===== src/rtl/uart_rx_sipo_if.sv =====
// ---------------------------------------------------------------------------
// uart_rx_sipo_if
//   Bundles the serial-side inputs and parallel-side outputs of the UART
//   receive front end.
//   Signals:
//     baud_tick      one-clk enable pulse at OVERSAMPLE x baud rate
//     rx_in          asynchronous serial line, idle high
//     data_parll     last complete frame, [FRAME_BITS-1] = first bit received
//     recieved_flag  one-clk pulse when data_parll has just been updated
//     active         high while a frame is being received
//   Modports:
//     master  drives baud_tick / rx_in and observes the frame outputs
//     slave   the receiver itself
// ---------------------------------------------------------------------------
interface uart_rx_sipo_if #(
  parameter int FRAME_BITS = 11
);
  logic                  baud_tick;
  logic                  rx_in;
  logic [FRAME_BITS-1:0] data_parll;
  logic                  recieved_flag;
  logic                  active;

  modport master (
    output baud_tick,
    output rx_in,
    input  data_parll,
    input  recieved_flag,
    input  active
  );

  modport slave (
    input  baud_tick,
    input  rx_in,
    output data_parll,
    output recieved_flag,
    output active
  );
endinterface


===== src/rtl/uart_rx_sipo.sv =====
// ---------------------------------------------------------------------------
// uart_rx_sipo
//   UART receive front end. Synchronises rx_in, detects a start bit, samples
//   every bit at mid-bit using the oversampling baud_tick and shifts
//   FRAME_BITS raw bits (start, data, parity, stop) into a parallel frame.
//   No parity or stop checking is done here.
//   Ports:
//     clk      system clock, rising edge
//     reset_n  asynchronous, active-low reset
//     rx_bus   uart_rx_sipo_if.slave (baud_tick, rx_in in;
//              data_parll, recieved_flag, active out)
// ---------------------------------------------------------------------------
module uart_rx_sipo #(
  parameter int OVERSAMPLE  = 16,
  parameter int FRAME_BITS  = 11,
  parameter int SYNC_STAGES = 2
) (
  input  logic         clk,
  input  logic         reset_n,
  uart_rx_sipo_if.slave rx_bus
);

  localparam int TW = $clog2(OVERSAMPLE);
  localparam logic [TW-1:0] HALF_LAST = TW'(OVERSAMPLE / 2 - 1);
  localparam logic [TW-1:0] FULL_LAST = TW'(OVERSAMPLE - 1);
  localparam logic [3:0]    BITS_ALL  = 4'(FRAME_BITS);
  localparam logic [FRAME_BITS-1:0] DATA_RST = {1'b0, {(FRAME_BITS-1){1'b1}}};

  localparam logic [1:0] ST_IDLE  = 2'd0;
  localparam logic [1:0] ST_START = 2'd1;
  localparam logic [1:0] ST_SHIFT = 2'd2;
  localparam logic [1:0] ST_DONE  = 2'd3;

  logic [SYNC_STAGES-1:0] sync_reg;
  logic                   rx_s;

  logic [1:0]            state_reg,  state_next;
  logic [TW-1:0]         tick_reg,   tick_next;
  logic [3:0]            bit_reg,    bit_next;
  logic [FRAME_BITS-1:0] shift_reg,  shift_next;
  logic [FRAME_BITS-1:0] data_reg,   data_next;
  logic                  flag_reg,   flag_next;

  // Synchroniser resets to idle-high so reset never looks like a start bit.
  always_ff @(posedge clk or negedge reset_n) begin
    if (!reset_n) begin
      sync_reg <= '1;
    end else begin
      sync_reg <= {sync_reg[SYNC_STAGES-2:0], rx_bus.rx_in};
    end
  end

  assign rx_s = sync_reg[SYNC_STAGES-1];

  always_comb begin
    state_next = state_reg;
    tick_next  = tick_reg;
    bit_next   = bit_reg;
    shift_next = shift_reg;
    data_next  = data_reg;
    flag_next  = 1'b0;

    case (state_reg)
      ST_IDLE: begin
        if (rx_bus.baud_tick && !rx_s) begin
          state_next = ST_START;
          tick_next  = '0;
        end
      end

      ST_START: begin
        if (rx_bus.baud_tick) begin
          if (tick_reg == HALF_LAST) begin
            // Mid start bit: confirm the line is still low, otherwise it was a glitch.
            tick_next = '0;
            if (!rx_s) begin
              shift_next = {shift_reg[FRAME_BITS-2:0], 1'b0};
              bit_next   = 4'd1;
              state_next = ST_SHIFT;
            end else begin
              state_next = ST_IDLE;
            end
          end else begin
            tick_next = tick_reg + 1'b1;
          end
        end
      end

      ST_SHIFT: begin
        if (rx_bus.baud_tick) begin
          if (tick_reg == FULL_LAST) begin
            // One full bit period after the previous mid-bit sample.
            tick_next  = '0;
            shift_next = {shift_reg[FRAME_BITS-2:0], rx_s};
            bit_next   = bit_reg + 4'd1;
            if (bit_next == BITS_ALL) begin
              state_next = ST_DONE;
            end
          end else begin
            tick_next = tick_reg + 1'b1;
          end
        end
      end

      ST_DONE: begin
        // Single clock regardless of baud_tick; we leave at mid stop bit so a
        // back-to-back start edge is still caught from IDLE.
        data_next  = shift_reg;
        flag_next  = 1'b1;
        tick_next  = '0;
        bit_next   = '0;
        state_next = ST_IDLE;
      end

      default: begin
        state_next = ST_IDLE;
      end
    endcase
  end

  always_ff @(posedge clk or negedge reset_n) begin
    if (!reset_n) begin
      state_reg <= ST_IDLE;
      tick_reg  <= '0;
      bit_reg   <= '0;
      shift_reg <= '0;
      data_reg  <= DATA_RST;
      flag_reg  <= 1'b0;
    end else begin
      state_reg <= state_next;
      tick_reg  <= tick_next;
      bit_reg   <= bit_next;
      shift_reg <= shift_next;
      data_reg  <= data_next;
      flag_reg  <= flag_next;
    end
  end

  assign rx_bus.data_parll    = data_reg;
  assign rx_bus.recieved_flag = flag_reg;
  assign rx_bus.active        = (state_reg == ST_START) || (state_reg == ST_SHIFT);

endmodule

===== src/flat_wrapper.sv =====
// flat-port wrapper written by rule: the top's interface ports become plain ports
module uart_rx_sipo_flat 
#(
  parameter int OVERSAMPLE  = 16,
  parameter int FRAME_BITS  = 11,
  parameter int SYNC_STAGES = 2
)
  (clk, reset_n, rx_bus_baud_tick, rx_bus_rx_in, rx_bus_data_parll, rx_bus_recieved_flag, rx_bus_active);
  uart_rx_sipo_if #(.FRAME_BITS(FRAME_BITS)) rx_bus_i ();
  input  logic clk;
  input  logic reset_n;
  input wire logic [$bits(rx_bus_i.baud_tick)-1:0] rx_bus_baud_tick;
  input wire logic [$bits(rx_bus_i.rx_in)-1:0] rx_bus_rx_in;
  output wire logic [$bits(rx_bus_i.data_parll)-1:0] rx_bus_data_parll;
  output wire logic [$bits(rx_bus_i.recieved_flag)-1:0] rx_bus_recieved_flag;
  output wire logic [$bits(rx_bus_i.active)-1:0] rx_bus_active;
  assign rx_bus_i.baud_tick = rx_bus_baud_tick;
  assign rx_bus_i.rx_in = rx_bus_rx_in;
  assign rx_bus_data_parll = rx_bus_i.data_parll;
  assign rx_bus_recieved_flag = rx_bus_i.recieved_flag;
  assign rx_bus_active = rx_bus_i.active;
  uart_rx_sipo #(.OVERSAMPLE(OVERSAMPLE), .FRAME_BITS(FRAME_BITS), .SYNC_STAGES(SYNC_STAGES)) u_core (.clk(clk), .reset_n(reset_n), .rx_bus(rx_bus_i));
endmodule

===== config.mk =====
export PLATFORM = sky130hd
export DESIGN_NAME = uart_rx_sipo_flat
export DESIGN_NICKNAME = d
export VERILOG_FILES = /design/src/rtl/uart_rx_sipo_if.sv /design/src/rtl/uart_rx_sipo.sv /design/src/flat_wrapper.sv
export SDC_FILE = /design/constraint.sdc
export NUM_CORES = 1
export LEC_CHECK = 0
export ABC_AREA = 1
export BUFFER_PORTS_ARGS = -buffer_cell sky130_fd_sc_hd__buf_4
export CELL_PAD_IN_SITES_DETAIL_PLACEMENT = 0
export CELL_PAD_IN_SITES_GLOBAL_PLACEMENT = 1
export CORE_MARGIN = 2
export CORE_UTILIZATION = 47
export CTS_BUF_LIST = sky130_fd_sc_hd__clkbuf_2 sky130_fd_sc_hd__clkbuf_4 sky130_fd_sc_hd__clkbuf_8
export DETAILED_ROUTE_END_ITERATION = 6
export PLACE_DENSITY = 0.8
export SLEW_MARGIN = 25
export SYNTH_ARGS = -nofsm -noshare
export SYNTH_HDL_FRONTEND = slang
export SYNTH_SLANG_ARGS = --single-unit

===== constraint.sdc =====
create_clock -name clk -period 1.75 [get_ports clk]
set_clock_uncertainty 0.05 [all_clocks]
set_input_delay 0.0875 -clock clk [delete_from_list [all_inputs] [get_ports clk]]
set_output_delay 0.0875 -clock clk [all_outputs]
set_load 0.03 [all_outputs]

==> reports/results.ini, run 1 <==
[run_status]
status=finished clean

[synth]
yosys.cell_count.top_type=nand2_1
yosys.cell_types.count=24
yosys_warnings=0
seq_area_frac_synth_pct=53.7
synth-edff-count=0
ys_ff_latch=35
synthCells=169
yosys-top-cells-area=dfrtp_1, dfstp_2, nand2_1, mux2_2, ha_1
postSynth.asyncResetShare_pct=100
synth.top_cell.area_share_pct=34.7
syn-num-nets=180
avgSynthCellArea_um2=9.82
syn_area_um2=1660
yosysTopAreaCell=dfrtp_1
synthTopCellsByCount=nand2_1, dfrtp_1, nand3_1
synth_flop_cell=dfrtp_1

[place]
place.port_buffers=16
dp_hpwl_um=2040
dp_slack_ns=-0.0579
dp_cells=234
gp_congestion=0.863
placed_area_um2=1860

[sta]
worstMarginPinSlew_ns=0.432
fin_crit_sh_pct=92.6
rsz0062_at_grt=false
final.min_clock_period_ns=1.62
worst_slack_ns=0.130
slew_headroom_pct=71.2
final_hold_viol_count=0
hold_slack_ns=0.164
fmax_ghz=0.617
fin_setup_tns_ns=0
slew_violations=0
setup_violations=0

[cts]
cts_buffers=5
ctsRootBufferMaster=clkbuf_4
insertion_delay_ns=0.33
htree_num_levels=2
cts_num_sinks=35
path_clk_slew_ns=0.11
cts_tree=done
clk_path_buf_depth=2

[final_layout]
nets=209
layout.cells.non_filler=245
diodes=0
synthToLayoutAreaGrowth_pct=18.6
drive_gt1_share_pct=39.2
final_area_um2=1970
fin_util_pct=58.5

[setup_path]
cp_slowest_cell=dfrtp_1
worstSetupPathType=reg -> reg
arrival_ns=1.85
crit_required_ns=1.98
crit_chain=inv_1 > ha_1 > a21boi_2 > buf_4 > nand3_1 > nand2_1
reg2reg_depth=6
endpoint_kind=flop
crit_path_start_kind=flop
worstPathMaxFanout=11
critPathMaxStageDelay_ns=0.42

[global_route]
grt_overflow=0
grt_first_pass_wirelength_um=5220
grt_max_degree=36
grt_antenna_before_repair=0
gr-usage-all-layers_pct=16.7
grt_pass1_vias=1132

[die]
initial_core_util_pct=49.3
core-area_um2=3360
dieArea_um2=4020
die_w_um=63.4
pin_count=17
placement_rows=21
fp.dieH_um=63.4

[detailed_routing]
drt_first_pass_iters=4
drc=0
via_count=1179
routed_wl_um=2910
vias_per_cell=4.81
wl_per_cell_um=11.9
drt_iter0_markers=55
drtAntennaViolNets=0

[hold_path]
min_path_type=in -> async

[power_and_ir_drop]
power_mw=3.29
power.density_nw_per_um2=1670
leakagePower_nw=0.985
ir_drop_v=0.000779

[run]
max_cap_violations=0

==> layer usage <==
layer  share of wire (%)  track usage, %  up-vias
met1                  51            22.8      555
met5                   0               0        -
met3                 3.6            5.36        2
li1                    -               -      606
met2                  45            25.5       16
met4                0.69            4.89        0
==> what timing repair did <==
item | 4_1_cts | 5_1_grt
gates resized for setup | 1 | 5
hold endpoints to repair | 36 | 0
hold buffers | 2 | 0
pin swaps | 0 | 1
buffers inserted | 1 | 0
setup endpoints to repair | 11 | 17
==> power by group <==
group          switching (mW)  leakage [nW]  internal (mW)  total, mW
registers               0.173         0.439           1.08       1.25
logic                   0.968         0.515          0.622       1.59
clock network           0.271        0.0317          0.170      0.442
==> cells by family after synthesis <==
| kind of cell | Yosys count | synth area share, % |
|---|---|---|
| xor+xnor | 1 | 0.528 |
| compound gates | 15 | 5.20 |
| buf+inv | 19 | 4.98 |
| simple gates | 80 | 22.2 |
| mux | 12 | 8.07 |
| flops | 35 | 53.7 |
| fa+ha+maj | 7 | 5.28 |
==> cell type report <==
type	instances	area [um^2]
fillers	325	1400
flip-flops and latches	35	891
multi-input cells	115	706
repair buffers	26	200
well taps	46	57.6
inverters	15	56.3
clock buffers	6	45.0
clock inverters	2	12.5
==> worst max-delay path: cells and delay by family (launching register included) <==
kind,cells,cell delay [ns]
DFF,1,0.42
adders and majority gates,1,0.36
buffers and inverters,2,0.30
AOI/OAI and AO/OA,1,0.26
and+or+nand+nor,2,0.17
==> cells in the final DEF (no fill, tap or decap), types with 2 or more instances in the layout <==
cell type      synthesis  routed
nand2_1               42      42
buf_4                  0      24
dfrtp_1               23      23
nand3_1               16      16
inv_1                 12      12
dfstp_2               12      12
nand2_2               12      11
mux2_2                11      11
o21ai_0                7       7
clkbuf_4               0       6
ha_1                   7       5
nor2_1                 5       4
inv_2                  3       3
a21oi_1                3       3
nand2_4                1       2
nor2_2                 1       2
nand4_1                2       2
ha_2                   0       2
dlygate4sd3_1          0       2
==> path summary, 6_finish.rpt <==
check	startpoint	to	slack, ns
setup / recovery	flop	u_core.shift_reg[4]$_DFFE_PN0P_	0.13
hold / removal	reset_n	u_core.bit_reg[0]$_DFFE_PN0P_	0.16
setup reg to reg	flop	u_core.shift_reg[4]$_DFFE_PN0P_	0.13
hold reg to reg	u_core.sync_reg[0]$_DFF_PN1_	u_core.sync_reg[1]$_DFF_PN1_	0.31
max in group asynchronous	reset_n	u_core.rx_bus.data_parll[7]$_DFFE_PN1P_	1.13
min in group clk	rx_bus_baud_tick	u_core.tick_reg[0]$_DFFE_PN0P_	0.22
No activity file was read; power rests on OpenSTA's default activity.
==> inputs of run 2 (changes only) <==
Clock period 1.75 ns to 1.6 ns, I/O delays scaled along.
==> run 2 against run 1 <==
Effect of this change:
- critical endpoint is now u_core.shift_reg[6]$_DFFE_PN0P_
- clock-buffer cell count unchanged
- utilization increased by 7.3 points
- global-route usage increased by 0.051 points
- highest routed layer unchanged
- largest power group unchanged
- non-clock buffer count increased by 8
- largest cell class unchanged
- the run now ends with setup timing left
- wire length increased by 17%
==> reports/results.ini, run 2 (synthesis gave the netlist of run 1 again) <==
[global_route]
grt_antenna_before_repair=0  ; unchanged
grt_pass1_vias=1225  ; +8.2%
grt_max_degree=36  ; unchanged
gr-usage-all-layers_pct=16.7  ; +0.051 points
grt_overflow=0  ; unchanged
grt_first_pass_wirelength_um=5300  ; +1.6%

[setup_path]
crit_path_start_kind=flop
endpoint_kind=flop
worstPathMaxFanout=6  ; -5
crit_required_ns=1.83  ; -0.15 ns
arrival_ns=1.84  ; about the same
worstSetupPathType=reg -> reg

[sta]
rsz0062_at_grt=true
fin_crit_sh_pct=101  ; +8.3 points
worstMarginPinSlew_ns=0.433  ; +0.00133 ns
slew_violations=0  ; unchanged
final_hold_viol_count=0  ; unchanged
worst_slack_ns=-0.0142  ; -0.144 ns
fmax_ghz=0.619  ; +0.35%
setup_violations=5  ; +5
final.min_clock_period_ns=1.61  ; -0.00561 ns
slew_headroom_pct=71.1  ; -0.089 points

[die]
dieArea_um2=4020  ; unchanged
initial_core_util_pct=49.3  ; unchanged
core-area_um2=3360  ; unchanged
die_w_um=63.4  ; unchanged
fp.dieH_um=63.4  ; unchanged
placement_rows=21  ; unchanged
pin_count=17  ; unchanged

[detailed_routing]
drt_iter0_markers=44  ; -20%
routed_wl_um=3410  ; +17%
drt_first_pass_iters=4  ; unchanged
drtAntennaViolNets=0  ; unchanged
via_count=1274  ; +8.1%
wl_per_cell_um=13.4  ; +13%
drc=0  ; unchanged
vias_per_cell=5.02  ; +4.2%

[cts]
clk_path_buf_depth=2  ; unchanged
htree_num_levels=2  ; unchanged
insertion_delay_ns=0.33  ; about the same
cts_tree=done
cts_num_sinks=35  ; unchanged
path_clk_slew_ns=0.10  ; about the same
cts_buffers=5  ; unchanged
ctsRootBufferMaster=clkbuf_4

[place]
place.port_buffers=16  ; unchanged
dp_hpwl_um=2150  ; +5.1%
dp_cells=236  ; +0.85%
dp_slack_ns=-0.0766  ; -0.0187 ns
gp_congestion=0.809  ; -6.2%

[final_layout]
layout.cells.non_filler=254  ; +3.7%
synthToLayoutAreaGrowth_pct=33.5
nets=218  ; +4.3%
final_common_cell=nand2_1
mostFrequentLayoutCells=nand2_1, buf_4, dfrtp_1
diodes=0  ; unchanged
drive_gt1_share_pct=49.5  ; +10 points

[power_and_ir_drop]
leakagePower_nw=1.05  ; +6.8%
power.density_nw_per_um2=2020  ; +21%
ir_drop_v=0.000907  ; +16%

[run_status]
status=finished, violations left
violations=setup timing

[run]
max_cap_violations=0  ; unchanged

[hold_path]
min_path_type=in -> async

run 2: per-layer routing:
metal  global-route usage [%]  vias to the layer above  share of wire, %
li1                         -                      634                 -
met1                     21.4                      617                46
met2                     27.2                       19                50
met3                     4.82                        4               2.7
met4                     5.71                        0               1.2
met5                        0                        -                 0
run 2: path summary, 6_finish.rpt:
path	slack, ns	startpoint	endpoint	cells past startpoint
setup / recovery	-0.01	u_core.state_reg[0]$_DFFE_PN0P_	u_core.shift_reg[6]$_DFFE_PN0P_	8
hold / removal	0.17	reset_n	u_core.bit_reg[2]$_DFFE_PN0P_	2
setup reg to reg	-0.01	u_core.state_reg[0]$_DFFE_PN0P_	u_core.shift_reg[6]$_DFFE_PN0P_	8
hold reg to reg	0.31	u_core.sync_reg[0]$_DFF_PN1_	u_core.sync_reg[1]$_DFF_PN1_	0
max in group asynchronous	0.98	reset_n	u_core.rx_bus.data_parll[2]$_DFFE_PN1P_	2
min in group clk	0.26	rx_bus_baud_tick	u_core.tick_reg[0]$_DFFE_PN0P_	6
run 2: timing repair:
| item | CTS | global route |
|---|---|---|
| endpoints found under the hold margin | 36 | 0 |
| cloned | 0 | 3 |
| resized for setup | 6 | 36 |
| hold buffers | 2 | 0 |
| endpoints found under the setup margin | 17 | 21 |
| buffers inserted | 0 | 5 |
| pin swaps | 0 | 18 |
run 2: final cells by class:
| type | instances | area [um^2] |
|---|---|---|
| clock buffers | 6 | 45.0 |
| well taps | 46 | 57.6 |
| inverters | 15 | 66.3 |
| flip-flops and latches | 35 | 892 |
| multi-input cells | 116 | 850 |
| repair buffers | 34 | 292 |
| clock inverters | 2 | 12.5 |
| fillers | 302 | 1150 |
run 2: power breakdown:
part | switching (mW) | internal [mW]
clock | 0.289 | 0.186
sequential | 0.206 | 1.18
combinational | 1.46 | 1.14
run 2: per-stage QoR:
stage                     total power [mW]  utilization, %  hold WS (ns)  setup TNS, ns  instance area, um^2
after floorplan                       2.64               -        -0.266              0                 1680
after global placement                3.14            56.4       0.00477         -0.255                 1900
after detailed placement              3.17            56.4       0.00124         -0.785                 1900
after CTS                             3.76            59.4         0.176         -0.277                 2000
after global routing                  4.76            65.8         0.196         -0.808                 2210
final                                 4.47            65.8         0.166        -0.0494                 2210
run 2: critical path: stages (launching register included):
cell and delay (ns):
dfrtp_2 0.43, inv_2 0.07, buf_4 0.14, ha_4 0.27, a21boi_4 0.19, buf_12 0.14
buf_6 0.12, nand3_1 0.07, nand2_1 0.07
